$ cat config.mk
export PLATFORM = sky130hd
export DESIGN_NAME = console_sr_regs
export DESIGN_NICKNAME = d
export VERILOG_FILES = /design/src/rtl/console_pkg.sv /design/src/rtl/sr_debounce.sv /design/src/rtl/console_sr_regs.sv
export SDC_FILE = /design/constraint.sdc
export NUM_CORES = 1
export LEC_CHECK = 0
export ABC_AREA = 1
export BUFFER_PORTS_ARGS = -buffer_cell sky130_fd_sc_hd__buf_4
export CORE_MARGIN = 4
export CORE_UTILIZATION = 42
export DETAILED_ROUTE_END_ITERATION = 6
export GPL_TIMING_DRIVEN = 1
export SYNTH_ARGS = -nofsm -noshare
export SYNTH_HDL_FRONTEND = slang
export SYNTH_SLANG_ARGS = --single-unit
$ cat constraint.sdc
create_clock -name clk -period 1.7 [get_ports clk]
set_input_delay 0.17 -clock clk [delete_from_list [all_inputs] [get_ports clk]]
set_output_delay 0.17 -clock clk [all_outputs]
set_load 0.01 [all_outputs]
$ cat src/rtl/console_pkg.sv
// Shared constants and write-lane classification for the console switch/display register.
package console_pkg;

    localparam logic [12:0] CONSOLE_SR_ADDR = 13'o17570;

    // Byte-lane selectors carried on iopage_addr[0].
    localparam logic LANE_LO = 1'b0;
    localparam logic LANE_HI = 1'b1;
    localparam int   LANE_W  = 8;

    typedef enum logic [1:0] {
        WR_NONE,
        WR_WORD,
        WR_LO,
        WR_HI
    } wr_kind_e;

    function automatic wr_kind_e wr_kind(input logic wr_hit, input logic byte_op, input logic lane);
        if (!wr_hit)  return WR_NONE;
        if (!byte_op) return WR_WORD;
        return (lane == LANE_HI) ? WR_HI : WR_LO;
    endfunction

endpackage

$ cat src/rtl/sr_debounce.sv
// Two-flop synchroniser followed by a stable-count debouncer for the front-panel switches.
module sr_debounce #(
    parameter int W        = 16,
    parameter int DEBOUNCE = 1023
) (
    input  logic         clk,
    input  logic         reset_n,
    input  logic [W-1:0] d_async,
    output logic [W-1:0] q_stable,
    output logic         changed
);

    logic [W-1:0] sw_meta;
    logic [W-1:0] sw_sync;

    // NOTE: sequential state always uses non-blocking assignment so every flop samples pre-edge values.
    always_ff @(posedge clk or negedge reset_n) begin
        if (!reset_n) begin
            sw_meta <= '0;
            sw_sync <= '0;
        end else begin
            sw_meta <= d_async;
            sw_sync <= sw_meta;
        end
    end

    if (DEBOUNCE > 0) begin : g_debounce
        localparam int CNT_W = $clog2(DEBOUNCE + 1);
        localparam logic [CNT_W-1:0] CNT_MAX = CNT_W'(DEBOUNCE);

        logic [W-1:0]     candidate;
        logic [CNT_W-1:0] cnt;

        // Any disagreement with the candidate restarts the count, so a bounce never reaches q_stable.
        always_ff @(posedge clk or negedge reset_n) begin
            if (!reset_n) begin
                candidate <= '0;
                cnt       <= '0;
                q_stable  <= '0;
                changed   <= 1'b0;
            end else begin
                changed <= 1'b0;
                if (sw_sync != candidate) begin
                    candidate <= sw_sync;
                    cnt       <= '0;
                end else if (cnt == CNT_MAX && q_stable != candidate) begin
                    q_stable <= candidate;
                    changed  <= 1'b1;
                end else if (cnt < CNT_MAX) begin
                    cnt <= cnt + 1'b1;
                end
            end
        end
    end else begin : g_passthru
        always_ff @(posedge clk or negedge reset_n) begin
            if (!reset_n) begin
                q_stable <= '0;
                changed  <= 1'b0;
            end else begin
                q_stable <= sw_sync;
                changed  <= (sw_sync != q_stable);
            end
        end
    end

endmodule

$ cat src/rtl/console_sr_regs.sv
// Console switch (read) / display (write) register on the I/O page.
module console_sr_regs
    import console_pkg::*;
#(
    parameter int                DATA_W   = 16,
    parameter int                ADDR_W   = 13,
    parameter logic [ADDR_W-1:0] REG_ADDR = ADDR_W'(CONSOLE_SR_ADDR),
    parameter int                DEBOUNCE = 1023
) (
    input  logic              clk,
    input  logic              reset_n,
    input  logic [ADDR_W-1:0] iopage_addr,
    input  logic [DATA_W-1:0] data_in,
    input  logic              iopage_rd,
    input  logic              iopage_wr,
    input  logic              iopage_byte_op,
    output logic [DATA_W-1:0] data_out,
    output logic              decode,
    input  logic [DATA_W-1:0] switches,
    output logic [DATA_W-1:0] display,
    output logic              display_strobe,
    output logic              sw_change
);

    localparam logic [DATA_W-1:0] LO_MASK = DATA_W'({LANE_W{1'b1}});

    logic [DATA_W-1:0] sw_stable;
    logic [DATA_W-1:0] wr_mask;
    wr_kind_e          kind;

    // Reads are purely combinational, so the read strobe carries no information here.
    logic unused_rd;
    assign unused_rd = iopage_rd;

    sr_debounce #(
        .W        (DATA_W),
        .DEBOUNCE (DEBOUNCE)
    ) u_debounce (
        .clk      (clk),
        .reset_n  (reset_n),
        .d_async  (switches),
        .q_stable (sw_stable),
        .changed  (sw_change)
    );

    // NOTE: every always_comb output gets a default first so no path can infer a latch.
    always_comb begin
        decode   = (iopage_addr[ADDR_W-1:1] == REG_ADDR[ADDR_W-1:1]);
        data_out = decode ? sw_stable : '0;
        kind     = wr_kind(iopage_wr && decode, iopage_byte_op, iopage_addr[0]);
        wr_mask  = '0;
        case (kind)
            WR_WORD: wr_mask = '1;
            WR_LO:   wr_mask = LO_MASK;
            WR_HI:   wr_mask = ~LO_MASK;
            default: wr_mask = '0;
        endcase
    end

    always_ff @(posedge clk or negedge reset_n) begin
        if (!reset_n) begin
            display        <= '0;
            display_strobe <= 1'b0;
        end else begin
            display_strobe <= (kind != WR_NONE);
            if (kind != WR_NONE) begin
                display <= (display & ~wr_mask) | (data_in & wr_mask);
            end
        end
    end

endmodule

==> qor.csv <==
metric,value,unit
outcome,"finished, final reports clean",
Layout Area Growth over Synthesis,33.1,%
r2r startpoint,u_debounce.g_debounce.candidate[12],
Final WS setup,0.106,ns
crit path launch type,register,
min cycle time layout,1.59,ns
Clock Power Share,34.7,%
Place WS,-0.144,ns
Fin Clk Skew,0.00974,ns
core area,0.00889,mm²
Worst setup endpoint,u_debounce.q_stable[14],
drt pass-1 iters,5,
post-synthesis cell type count,25,
hold_ws,0.0428,ns
Final Max Tran Viols,0,
Worst Setup Path Type,register to register,
total chip power,0.00392,W
Int Power,0.00301,W
initial core utilization,44.1,%
antenna cell count,0,
layout cell share with drive strength beyond 1,28.3,%
Seq pwr share,58.3,%
via/cell ratio,4.52,
initial antenna violation count,0,
post-synthesis register bit count,92,
RSZ-0062 raised after global routing,true,
total number of vias,2952,
Sw Pwr,0.000908,W
Total Die Area,0.0109,mm²
WL/cell,12.4,µm
DP HPWL,5.60,mm
gr busiest metal,met2,
number of port buffers,83,
Power Density,751,mW/mm²
endpoint class of the critical path,register,
synth warn,0,
power share of the combinational group,6.9,%
endpoints failing hold,0,
Post-Synthesis Net Count,480,
met1 Usage GRT,19.5,%
Crit path required time,1.96,ns
maxcap violations,0,
number of global-route vias before repair,3022,
Clock Sink Count,92,
met3 usage,5.92,%
final-stage net count,593,
CP startpoint,u_debounce.g_debounce.candidate[12],
Iter 0 DRT Violations,160,
I/O Pins,85,
layout filler cell count,771,
sequential share of the synthesized area,58.7,%
clock buffer depth,2,
CTS tree,done,
highest clock rate,627,MHz
ratio of final minimum period to clock period,93.8,%
Reg-to-Reg End,u_debounce.q_stable[14],
switch share,23.2,%
cells after synthesis,428,
worst min path class,input pin to register,
"Clk Latency, worst-skew pair",0.36,ns
Routed Antenna Nets,0,
htree depth,3,
met2 Resource Use GR,25.6,%
Post-Syn Area,0.00392,mm²
Cell Rows,34,
Slew @ Worst Pin,0.431,ns
crit path DAT,1.85,ns
Die Width,105,µm
first-pass GRT wire length,14.0,mm
R2R depth,9,
DRT Wirelength,8.09,mm
R2R Setup Slk,0.11,ns
post-layout util,58.7,%
root buf cell,clkbuf_8,
Max VDD drop,0.000466,V
largest fanout on the critical path,8,
RD Place Congestion,0.737,
largest net degree at the start of global routing,44,
grt ovf,0,
leak pwr,2.67,nW
number of CTS-inserted buffers,9,
worst rel slew slack,71.3,%
# DRC,0,
Final setup viols,0,
syn_area_per_cell,9.16,µm²
Tot GR Track Use,15.7,%
DIE HEIGHT,105,µm
Worst-path clk slew,0.09,ns
[cell families after synthesis]
group | after synthesis | share of synthesized area, %
xor+xnor | 12 | 2.68
flops | 92 | 58.7
buf+inv | 83 | 9.22
simple gates | 218 | 24.7
compound gates | 13 | 1.72
fa+ha+maj | 2 | 0.638
mux | 8 | 2.30
[worst max-delay path: stages (launching register included)]
cell,delay [ns]
dfrtp_1,0.43
xnor2_1,0.16
nand2_1,0.09
nor2_2,0.15
nand2_1,0.11
nor2_4,0.15
buf_6,0.14
nand3_4,0.12
nand2_1,0.09
nand2_1,0.05
[final cells by class]
cell class	count	area, µm²	area share, %
multi-input cells	255	1350	25.8
repair buffers	125	1030	19.8
flip-flops and latches	92	2300	44.1
clock buffers	11	151	2.90
well taps	108	135	2.59
inverters	58	218	4.17
clock inverters	4	32.5	0.623
[synthesized netlist by cell type]
| master | instances | share of area [%] |
|---|---|---|
| a21boi_0 | 1 | 0.19 |
| nand3_2 | 2 | 0.51 |
| nand2_1 | 136 | 13 |
| nor2_4 | 3 | 0.86 |
| xnor2_1 | 11 | 2.5 |
| ha_1 | 2 | 0.64 |
| nor2_1 | 42 | 4.0 |
| nand2_2 | 1 | 0.16 |
| nand4_1 | 16 | 2.6 |
| nor3b_1 | 1 | 0.19 |
| nor3_1 | 2 | 0.26 |
| mux2_2 | 8 | 2.3 |
| inv_1 | 58 | 5.6 |
| clkbuf_1 | 18 | 1.7 |
| nor3_4 | 1 | 0.41 |
| nand3_1 | 11 | 1.4 |
| nand3_4 | 3 | 1.3 |
| xor2_1 | 1 | 0.22 |
| dfrtp_1 | 92 | 59 |
| buf_12 | 1 | 0.51 |
| o21ai_0 | 5 | 0.64 |
| o21ai_1 | 4 | 0.51 |
| a21oi_1 | 3 | 0.38 |
| buf_6 | 3 | 0.86 |
| buf_4 | 3 | 0.57 |
[what timing repair did]
item | 4_1_cts | 5_1_grt
setup endpoints to repair | 18 | 26
pin swaps | 5 | 10
gates resized for setup | 6 | 18
buffers inserted | 7 | 7
gates cloned | 2 | 0
endpoints found under the hold margin | 45 | 0
hold buffers | 17 | 0
[through the flow]
stage	TNS, ns	cells	instance area [µm²]
floorplan	0	428	3930
global placement	-0.913	605	4640
detailed placement	-1.26	605	4640
CTS	0	646	5100
global route	-0.493	653	5220
finish	0	653	5220
[worst min path at each step]
| stage | start | end | slack, ns | depth (start not counted) |
|---|---|---|---|---|
| after floorplan | reset_n | asynchronous set/reset pin | -0.13 | 0 |
| after global placement | reset_n | u_debounce.sw_sync[0] | 0.14 | 1 |
| after detailed placement | reset_n | u_debounce.sw_sync[0] | 0.14 | 1 |
| after CTS | data_in[0] | register | 0.02 | 2 |
| after global routing | data_in[4] | register | 0.005 | 2 |
| final | data_in[0] | register | 0.04 | 2 |
[metal layers]
metal | routed length (µm) | vias up
met3 | 505 | 11
met1 | 3500 | 1349
met5 | 0 | -
met2 | 3970 | 71
li1 | - | 1521
met4 | 115 | 0
[power by group through the flow]
stage	clock network [W]	registers, W	logic (W)
5_1_grt	0.00153	0.00229	0.000307
4_1_cts	0.00143	0.00229	0.000264
3_5_place_dp	0	0.00233	0.000231
3_3_place_gp	0	0.00233	0.000227
2_1_floorplan	0	0.00232	0.0000903
6_report	0.00136	0.00229	0.000272
[cell usage in the layout (no fill, tap or decap)]
| cell type | instances |
|---|---|
| clkinvlp_4 | 2 |
| nor3_4 | 1 |
| nor2_1 | 37 |
| o21ai_0 | 4 |
| nand3_2 | 1 |
| o21ai_1 | 5 |
| buf_12 | 2 |
| nor2_2 | 5 |
| buf_6 | 3 |
| ha_1 | 1 |
| dlygate4sd3_1 | 17 |
| inv_6 | 1 |
| nand2_2 | 2 |
| xor2_1 | 1 |
| a21oi_1 | 3 |
| nand3_4 | 6 |
| nand2_1 | 134 |
| nand2_4 | 1 |
| clkinv_4 | 1 |
| nand4_1 | 16 |
| ha_4 | 1 |
| dfrtp_2 | 1 |
| inv_1 | 58 |
| buf_8 | 2 |
| a21boi_1 | 1 |
| dfrtp_1 | 91 |
| mux2_2 | 8 |
| xnor2_1 | 10 |
| nor3_1 | 2 |
| nor3b_2 | 1 |
| nand3_1 | 11 |
| clkbuf_8 | 11 |
| xnor2_2 | 1 |
| nor2_4 | 3 |
| buf_4 | 101 |
(Power assumes the default switching activity.)
